--- src/rtl/instr_fetch_unit.sv ---
// Instruction-fetch stage: owns the PC, issues in-order word requests to
// instruction memory, buffers returned words with their PCs in a small skid
// FIFO and presents them to decode as a valid/stall stream. A redirect from
// execute reloads the PC, empties the buffer and drops responses in flight.
//
// Ports:
//   clock, reset          single clock; synchronous active-high reset
//   imem_req/imem_addr    request valid and byte address (current PC)
//   imem_ready            memory accepts when imem_req && imem_ready
//   imem_rvalid/rdata     in-order response stream
//   isBranchTaken/branchPC redirect strobe and target from execute
//   of_stall              decode cannot accept this cycle
//   if_valid/if_inst/if_pc buffered instruction and its PC toward decode
module instr_fetch_unit #(
  parameter logic [31:0] RESET_PC = 32'h0000_0000,
  parameter int unsigned DEPTH    = 2
) (
  input  logic        clock,
  input  logic        reset,
  output logic        imem_req,
  output logic [31:0] imem_addr,
  input  logic        imem_ready,
  input  logic        imem_rvalid,
  input  logic [31:0] imem_rdata,
  input  logic        isBranchTaken,
  input  logic [31:0] branchPC,
  input  logic        of_stall,
  output logic        if_valid,
  output logic [31:0] if_inst,
  output logic [31:0] if_pc
);

  localparam int unsigned PW = (DEPTH > 2) ? 2 : 1;  // FIFO pointer width
  localparam int unsigned CW = PW + 1;               // counts 0..DEPTH
  localparam int unsigned LW = CW + 1;               // headroom for the sum

  logic [31:0]   pc;
  logic [CW-1:0] inflight;
  logic [CW-1:0] drop_cnt;
  logic [CW-1:0] occ;

  logic [31:0]   tag_mem [DEPTH];
  logic [PW-1:0] tag_wr_ptr;
  logic [PW-1:0] tag_rd_ptr;

  logic [31:0]   dpc_mem   [DEPTH];
  logic [31:0]   dinst_mem [DEPTH];
  logic [PW-1:0] wr_ptr;
  logic [PW-1:0] rd_ptr;

  logic          pop_c;
  logic          accept_c;
  logic          resp_c;
  logic          keep_c;
  logic          drop_c;
  logic [LW-1:0] level_c;

  // Handshake decode; a response with nothing outstanding is ignored.
  always_comb begin
    pop_c    = 1'b0;
    level_c  = '0;
    imem_req = 1'b0;
    accept_c = 1'b0;
    resp_c   = 1'b0;
    keep_c   = 1'b0;
    drop_c   = 1'b0;

    pop_c    = if_valid && !of_stall;
    // Slots still committed after this cycle's pop decide whether to ask.
    level_c  = LW'(inflight) + LW'(occ) - LW'(pop_c);
    imem_req = !reset && !isBranchTaken && (level_c < LW'(DEPTH));
    accept_c = imem_req && imem_ready;
    resp_c   = !reset && imem_rvalid && (inflight != '0);
    keep_c   = resp_c && !isBranchTaken && (drop_cnt == '0);
    drop_c   = resp_c && !isBranchTaken && (drop_cnt != '0);
  end

  // Outputs toward memory and decode; forced to reset values while in reset.
  always_comb begin
    imem_addr = RESET_PC;
    if_valid  = 1'b0;
    if_inst   = '0;
    if_pc     = '0;
    if (!reset) begin
      imem_addr = pc;
      if_valid  = (occ != '0);
      if (if_valid) begin
        if_inst = dinst_mem[rd_ptr];
        if_pc   = dpc_mem[rd_ptr];
      end
    end
  end

  // FIFO storage; entries are only meaningful through the pointers.
  always_ff @(posedge clock) begin
    if (accept_c) begin
      tag_mem[tag_wr_ptr] <= pc;
    end
    if (keep_c) begin
      dpc_mem[wr_ptr]   <= tag_mem[tag_rd_ptr];
      dinst_mem[wr_ptr] <= imem_rdata;
    end
  end

  // PC, counters and pointers.
  always_ff @(posedge clock) begin
    if (reset) begin
      pc         <= RESET_PC;
      inflight   <= '0;
      drop_cnt   <= '0;
      occ        <= '0;
      tag_wr_ptr <= '0;
      tag_rd_ptr <= '0;
      wr_ptr     <= '0;
      rd_ptr     <= '0;
    end else begin
      if (accept_c) begin
        tag_wr_ptr <= tag_wr_ptr + PW'(1);
        pc         <= pc + 32'd4;
      end
      if (resp_c) begin
        tag_rd_ptr <= tag_rd_ptr + PW'(1);
      end
      inflight <= inflight + CW'(accept_c) - CW'(resp_c);

      if (isBranchTaken) begin
        // Everything still outstanding after this cycle's response is stale.
        pc       <= branchPC;
        occ      <= '0;
        wr_ptr   <= '0;
        rd_ptr   <= '0;
        drop_cnt <= inflight - CW'(resp_c);
      end else begin
        if (drop_c) begin
          drop_cnt <= drop_cnt - CW'(1);
        end
        if (keep_c) begin
          wr_ptr <= wr_ptr + PW'(1);
        end
        if (pop_c) begin
          rd_ptr <= rd_ptr + PW'(1);
        end
        occ <= occ + CW'(keep_c) - CW'(pop_c);
      end
    end
  end

endmodule
--- config.mk ---
export PLATFORM = sky130hd
export DESIGN_NAME = instr_fetch_unit
export DESIGN_NICKNAME = d
export VERILOG_FILES = /design/src/rtl/instr_fetch_unit.sv
export SDC_FILE = /design/constraint.sdc
export NUM_CORES = 1
export LEC_CHECK = 0
export BUFFER_PORTS_ARGS = -buffer_cell sky130_fd_sc_hd__clkbuf_2
export CORE_ASPECT_RATIO = 1.1
export CORE_UTILIZATION = 56
export DETAILED_ROUTE_END_ITERATION = 10
export GPL_TIMING_DRIVEN = 0
export PLACE_DENSITY = 0.8
export SLEW_MARGIN = 0
export SYNTH_ARGS = -nofsm -noshare
export SYNTH_HDL_FRONTEND = slang
export SYNTH_SLANG_ARGS = --single-unit
--- constraint.sdc ---
create_clock -name clock -period 6 [get_ports clock]
set_input_delay 0.6 -clock clock [delete_from_list [all_inputs] [get_ports clock]]
set_output_delay 0.6 -clock clock [all_outputs]
set_load 0.02 [all_outputs]
; Word level (Yosys, flattened, before mapping)
; Memory sizes are Yosys's and may differ from the RTL's. A register that Yosys moved wholly into a read port is not among the register bits.
; Cells that the tools add are included.
[op_classes]
add_sub_neg = 13
multipliers = 0
div_mod_pow = 0
n_lt_le_gt_ge = 1
n_eq_ne = 0
shift = 0
n_mux = 20
bitwise = 0
reduce_logical = 19
[op_table]
columns = op, n
row1 = 2-to-1 mux 32 bit, 7
row2 = "adder 32 x 3 -> 32 bit, second input constant", 1
row3 = 2-to-1 mux 1 bit, 11
row4 = nonzero test 2 bit, 5
row5 = logical AND 1 bit, 9
row6 = subtractor 2 x 1 -> 2 bit, 3
row7 = "adder 1 bit, second input constant", 4
row8 = adder 2 x 1 -> 2 bit, 2
row9 = 2-to-1 mux 2 bit, 2
row10 = adder 2 x 2 -> 3 bit, 1
row11 = logical NOT 1 bit, 3
row12 = "less-than comparator 3 x 2 -> 1 bit, second input constant", 1
row13 = subtractor 3 x 1 -> 3 bit, 1
row14 = logical NOT 2 bit, 1
row15 = OR reduction 2 bit, 1
row16 = "subtractor 2 x 1 -> 2 bit, second input constant", 1
[word_totals]
ff_bits = 42
latch_bits = 0
ram_bits = 192
rom_bits = 0
input_bits = 70
elab_cells = 64
memories = 3
[memory_table]
columns = name, depth, width, rd, rd_ports_with_merged_regs, wr, line
row1 = dinst_mem, 2, 32, 1, 1, 1, 47  ; logic [31:0] dinst_mem [DEPTH];
row2 = dpc_mem, 2, 32, 1, 1, 1, 46  ; logic [31:0] dpc_mem [DEPTH];
row3 = tag_mem, 2, 32, 1, 1, 1, 42  ; logic [31:0] tag_mem [DEPTH];

; Depth between registers and ports, before layout
[logic_depth]
word_depth = 9
mapped_depth = 16

; Worst setup path before layout
; OpenSTA, ideal clock, no wires.
[synth_path]
kind = input port to flip-flop
from = in reset
to = mem tag_mem[0][0], enable pin
setup_time_ps = 421
t_arrival_ps = 3962
path_slack_ps = 1617
path_stages = 11
path_buffers = 3
cell_sequence = o21bai_1 > nor3_1 > o21ai_0 > fa_1 > nand4bb_1 > nor2_4 > inv_1 > buf_2 > buf_2 > buf_2 > nor2_1
[synth_via]
elab_chain_cells = 8
[synth_lines]
columns = element, line
row1 = "start, declared", 19  ; input logic reset,
row2 = 2-to-1 mux 1 bit, 84  ; if (!reset) begin
row3 = logical AND 1 bit, 68  ; pop_c = if_valid && !of_stall;
row4 = subtractor 3 x 1 -> 3 bit, 70  ; level_c = LW'(inflight) + LW'(occ) - LW'(pop_c);
row5 = less-than comparator 3 x 2 -> 1 bit, 71  ; imem_req = !reset && !isBranchTaken && (level_c < LW'(DEPTH));
row6 = logical AND 1 bit *, 71
row7 = logical AND 1 bit *, 72  ; accept_c = imem_req && imem_ready;
row8 = 2-to-1 mux 1 bit *, 96  ; if (accept_c) begin
row9 = 2-to-1 mux 1 bit (not written as such) *, 97  ; tag_mem[tag_wr_ptr] <= pc;
row10 = "end, declared", 42
; Mark *: on every way between the ends. The rest lies on a longest branch, timed or not.

; Worst setup path after layout
[layout_path]
from = reg occ[1]
to = mem tag_mem[0][29], enable pin
[layout_via]
elab_chain_cells = 9
[layout_lines]
columns = element, line
row1 = "start, declared", 40  ; logic [CW-1:0] occ;
row2 = "start signal, assigned", 143  ; occ <= occ + CW'(keep_c) - CW'(pop_c);
row3 = nonzero test 2 bit, 86  ; if_valid = (occ != '0);
row4 = 2-to-1 mux 1 bit, 84
row5 = logical AND 1 bit, 68
row6 = subtractor 3 x 1 -> 3 bit *, 70
row7 = less-than comparator 3 x 2 -> 1 bit *, 71
row8 = logical AND 1 bit *, 71
row9 = logical AND 1 bit *, 72
row10 = 2-to-1 mux 1 bit *, 96
row11 = 2-to-1 mux 1 bit (not written as such) *, 97
; Marked as above.

==> impl_metrics.yaml <==
worst_setup_path:
  crit_slowest_cell: "fa_1"
  critPathKind: "flip-flop to flip-flop"
  timing.rr.start: "occ[1]"
  crit_chain: "o21bai_1 -> nor2_1 -> nor2b_1 -> o21ai_0 -> fa_1 -> nand4bb_1 -> nor2_4 -> inv_1 -> buf_2 -> buf_2 -> buf_2 -> nor2_4 -> buf_16"
  crit_path_max_fanout: 20
  crit_top_cell: "buf_2"
  slowest_delay_ps: 540
  rrSetupSlack_ps: 2110
  critical-path-top-delay-family: "simple AND/OR/NAND/NOR gates"
  critPathBufInv: 5
  startpoint_type: "flip-flop"
  worstPathArrival_ps: 4080
  reg2reg_depth: 13
  required_ps: 6190
  rr_endpoint: "tag_mem[0][29]"
  cp-end-kind: "flip-flop"
layout:
  drive_gt1_share_pct: 28.4
  num-nets-final: 980
  final_cell_mix: "edfxtp_1, clkbuf_2, nor2_1"
  fillers: 1208
  area_growth_syn_to_layout_pct: 20.0
  layout_commonest_cell: "edfxtp_1"
  diodes: 0
  final_cell_area_um2: 11700
  fin_cells: 1152
power_and_ir_drop:
  pwr-share-comb_pct: 7.1
  p_leak_nw: 4.23
  power.total_w: 0.00344
  switching_share_pct: 21.8
  power_density_nw_per_um2: 293
  p_sw_w: 0.000750
  clkPwrFrac_pct: 38.7
  p_int_w: 0.00269
  seqPwrFrac_pct: 54.2
  peakVddDrop_mv: 0.232
routing:
  vias: 6397
  vias_per_cell: 5.55
  wire_per_inst_um: 18.3
  ant_nets: 0
  drt_wl_total_um: 21100
  firstDrtPassIters: 5
  dr.first_iter.drc_count: 449
  drc: 0
clock_network:
  cts_hold_buf: 0
  cts-buffers-inserted: 23
  cts_resized: 0
  cts_sinks: 236
  cts_root_buf: "clkbuf_16"
  clk_pin_slew_ps: 60
  tritoncts: "done"
  htreeDepth: 1
  cts_setup_buffers: 0
  clk_latency_ps: 500
  clock_path_buffers: 3
floorplanning:
  row_count: 50
  start_util_pct: 57.3
  dieArea_um2: 18000
  pin_count: 168
  die_h_um: 141
  die_w_um: 128
  core_um2: 17100
synthesis:
  synthArstFlopShare_pct: 0
  synth.ff_latch_count: 236
  synthXorXnorAreaFrac_pct: 2.42
  synthSimpleGateAreaFrac_pct: 11.5
  synth_fa_ha_area_share_pct: 1.10
  synth_top_family_by_area: "simple AND/OR/NAND/NOR gates"
  synth_area_per_cell_um2: 13.9
  synth_ff_type: "edfxtp_1"
  yosysTopAreaCellShare_pct: 58.9
  yosysTopAreaCell: "edfxtp_1"
  yosysSeqAreaShare_pct: 67.9
  netlist_instances: 705
  synth-compound-area-share_pct: 4.16
  synth_warnings: 0
  muxShareOfSynthArea_pct: 10.8
  synth_nets: 783
  netlist_area_um2: 9780
  synth.distinct_cells: 50
  synth.area.top_cells: "edfxtp_1, dfxtp_1, mux2i_1, mux2_2, nor2_1"
  synth_edf_count: 192
global_routing:
  use_met2_pct: 38.4
  grt-busiest-layer: "met2"
  grt_max_degree: 33
  grt_pass1_vias: 6209
  gr-usage-met3_pct: 4.90
  use_met1_pct: 30.2
  grt_pass1_wl_um: 31900
  grt.overflow.total: 0
  antenna_found_initial: 0
  groute.usage.overall_pct: 23.1
status:
  outcome: "finished, final reports clean"
worst_hold_path:
  min_to: "dinst_mem[0][0]"
  hold_path.class: "input pin to flip-flop"
  min_path_cells: 1
  worst_hold_startpoint: "imem_rdata[0]"
sta:
  fin_setup_tns_ps: 0
  min_period_ps: 3890
  clock_skew_ps: 15.1
  setup-violations-final: 0
  slew_headroom_pct: 41.6
  hold_viol_final: 0
  finalCritPeriodShare_pct: 64.8
  slew_viol_final: 0
  rsz0062_at_grt: "no"
  max_freq_mhz: 257
  max_slew.worst_pin.slew_ps: 876
place:
  gp_congestion: 0.915
  place_inst: 1111
  placed_cell_area_um2: 11000
  portBuffers: 167
  dp_hpwl_um: 14300
run:
  cap_violations: 0
kinds of logic (layout without fill, tap and decap cells):
family                     count (synthesis)  after routing
muxes                                    101            101
xor gates and xnor gates                  27             27
buffers and inverters                     49            262
adders and majority gates                  8              8
DFF                                      236            236
AOI/OAI and AO/OA                         64             64
and+or+nand+nor                          220            220
registers in the layout (all words and copies together), names as in the netlist, named ones only:
name / cells
tag_rd_ptr: 1
dinst_mem: 64
tag_wr_ptr: 1
tag_mem: 64
dpc_mem: 64
inflight: 2
wr_ptr: 1
occ: 2
pc: 32
rd_ptr: 1
drop_cnt: 2
final cells by class:
| type | count | area (um^2) | share of cell area, % |
|---|---|---|---|
| plain buffers | 38 | 160 | 1.36 |
| clock buffers | 28 | 604 | 5.15 |
| clock inverters | 13 | 92.6 | 0.789 |
| inverters | 11 | 41.3 | 0.352 |
| multi-input cells | 420 | 2960 | 25.2 |
| flip-flops and latches | 236 | 6650 | 56.6 |
| well taps | 234 | 293 | 2.49 |
| repair buffers | 172 | 943 | 8.04 |
worst max-delay path by stage:
stage / cells past startpoint / end / startpoint
5_1_grt: 13 / tag_mem[0][29] / occ[0]
3_3_place_gp: 4 / dinst_mem[1][24] / reset
2_1_floorplan: 11 / tag_mem[0][0] / reset
3_5_place_dp: 13 / tag_mem[0][14] / reset
4_1_cts: 13 / tag_mem[0][29] / occ[1]
6_report: 13 / tag_mem[0][29] / occ[1]
per-stage QoR:
stage,util (%),hold slack [ps],worst slack [ps]
after CTS,68.7,277,2150
final,68.7,292,2110
after global routing,68.7,272,1850
after global placement,63.9,459,-389
after detailed placement,64.7,464,1770
after floorplan,-,439,1620
cell usage after synthesis (2+ instances only):
| library cell | n |
|---|---|
| a211oi_1 | 3 |
| a21oi_1 | 18 |
| a31oi_1 | 10 |
| a32oi_1 | 2 |
| and2_1 | 15 |
| and3_1 | 8 |
| buf_1 | 10 |
| buf_2 | 8 |
| clkbuf_1 | 19 |
| dfxtp_1 | 44 |
| edfxtp_1 | 192 |
| ha_1 | 7 |
| inv_1 | 10 |
| mux2_2 | 34 |
| mux2i_1 | 66 |
| nand2_1 | 21 |
| nand3_1 | 13 |
| nand3_2 | 2 |
| nand4_1 | 12 |
| nor2_1 | 96 |
| nor2b_1 | 34 |
| nor3_1 | 6 |
| nor3_4 | 2 |
| nor4_1 | 2 |
| o211ai_1 | 3 |
| o21ai_0 | 7 |
| o22ai_1 | 12 |
| or4_1 | 2 |
| xnor2_1 | 10 |
| xor2_1 | 17 |
power by group through the flow:
stage	Sequential (W)	Combinational [W]	Clock [W]
final	0.00186	0.000244	0.00133
after global routing	0.00187	0.000263	0.00142
after CTS	0.00186	0.000243	0.00135
after detailed placement	0.00190	0.000240	0
after global placement	0.00190	0.000228	0
after floorplan	0.00189	0.000153	0
per-layer routing:
metal / vias up / part of all wire [%]
met2: 334 / 48
li1: 2989 / -
met1: 3028 / 40
met5: - / 0
met3: 46 / 9.1
met4: 0 / 2.3
Note: power is estimated with default switching activity, not from simulation.
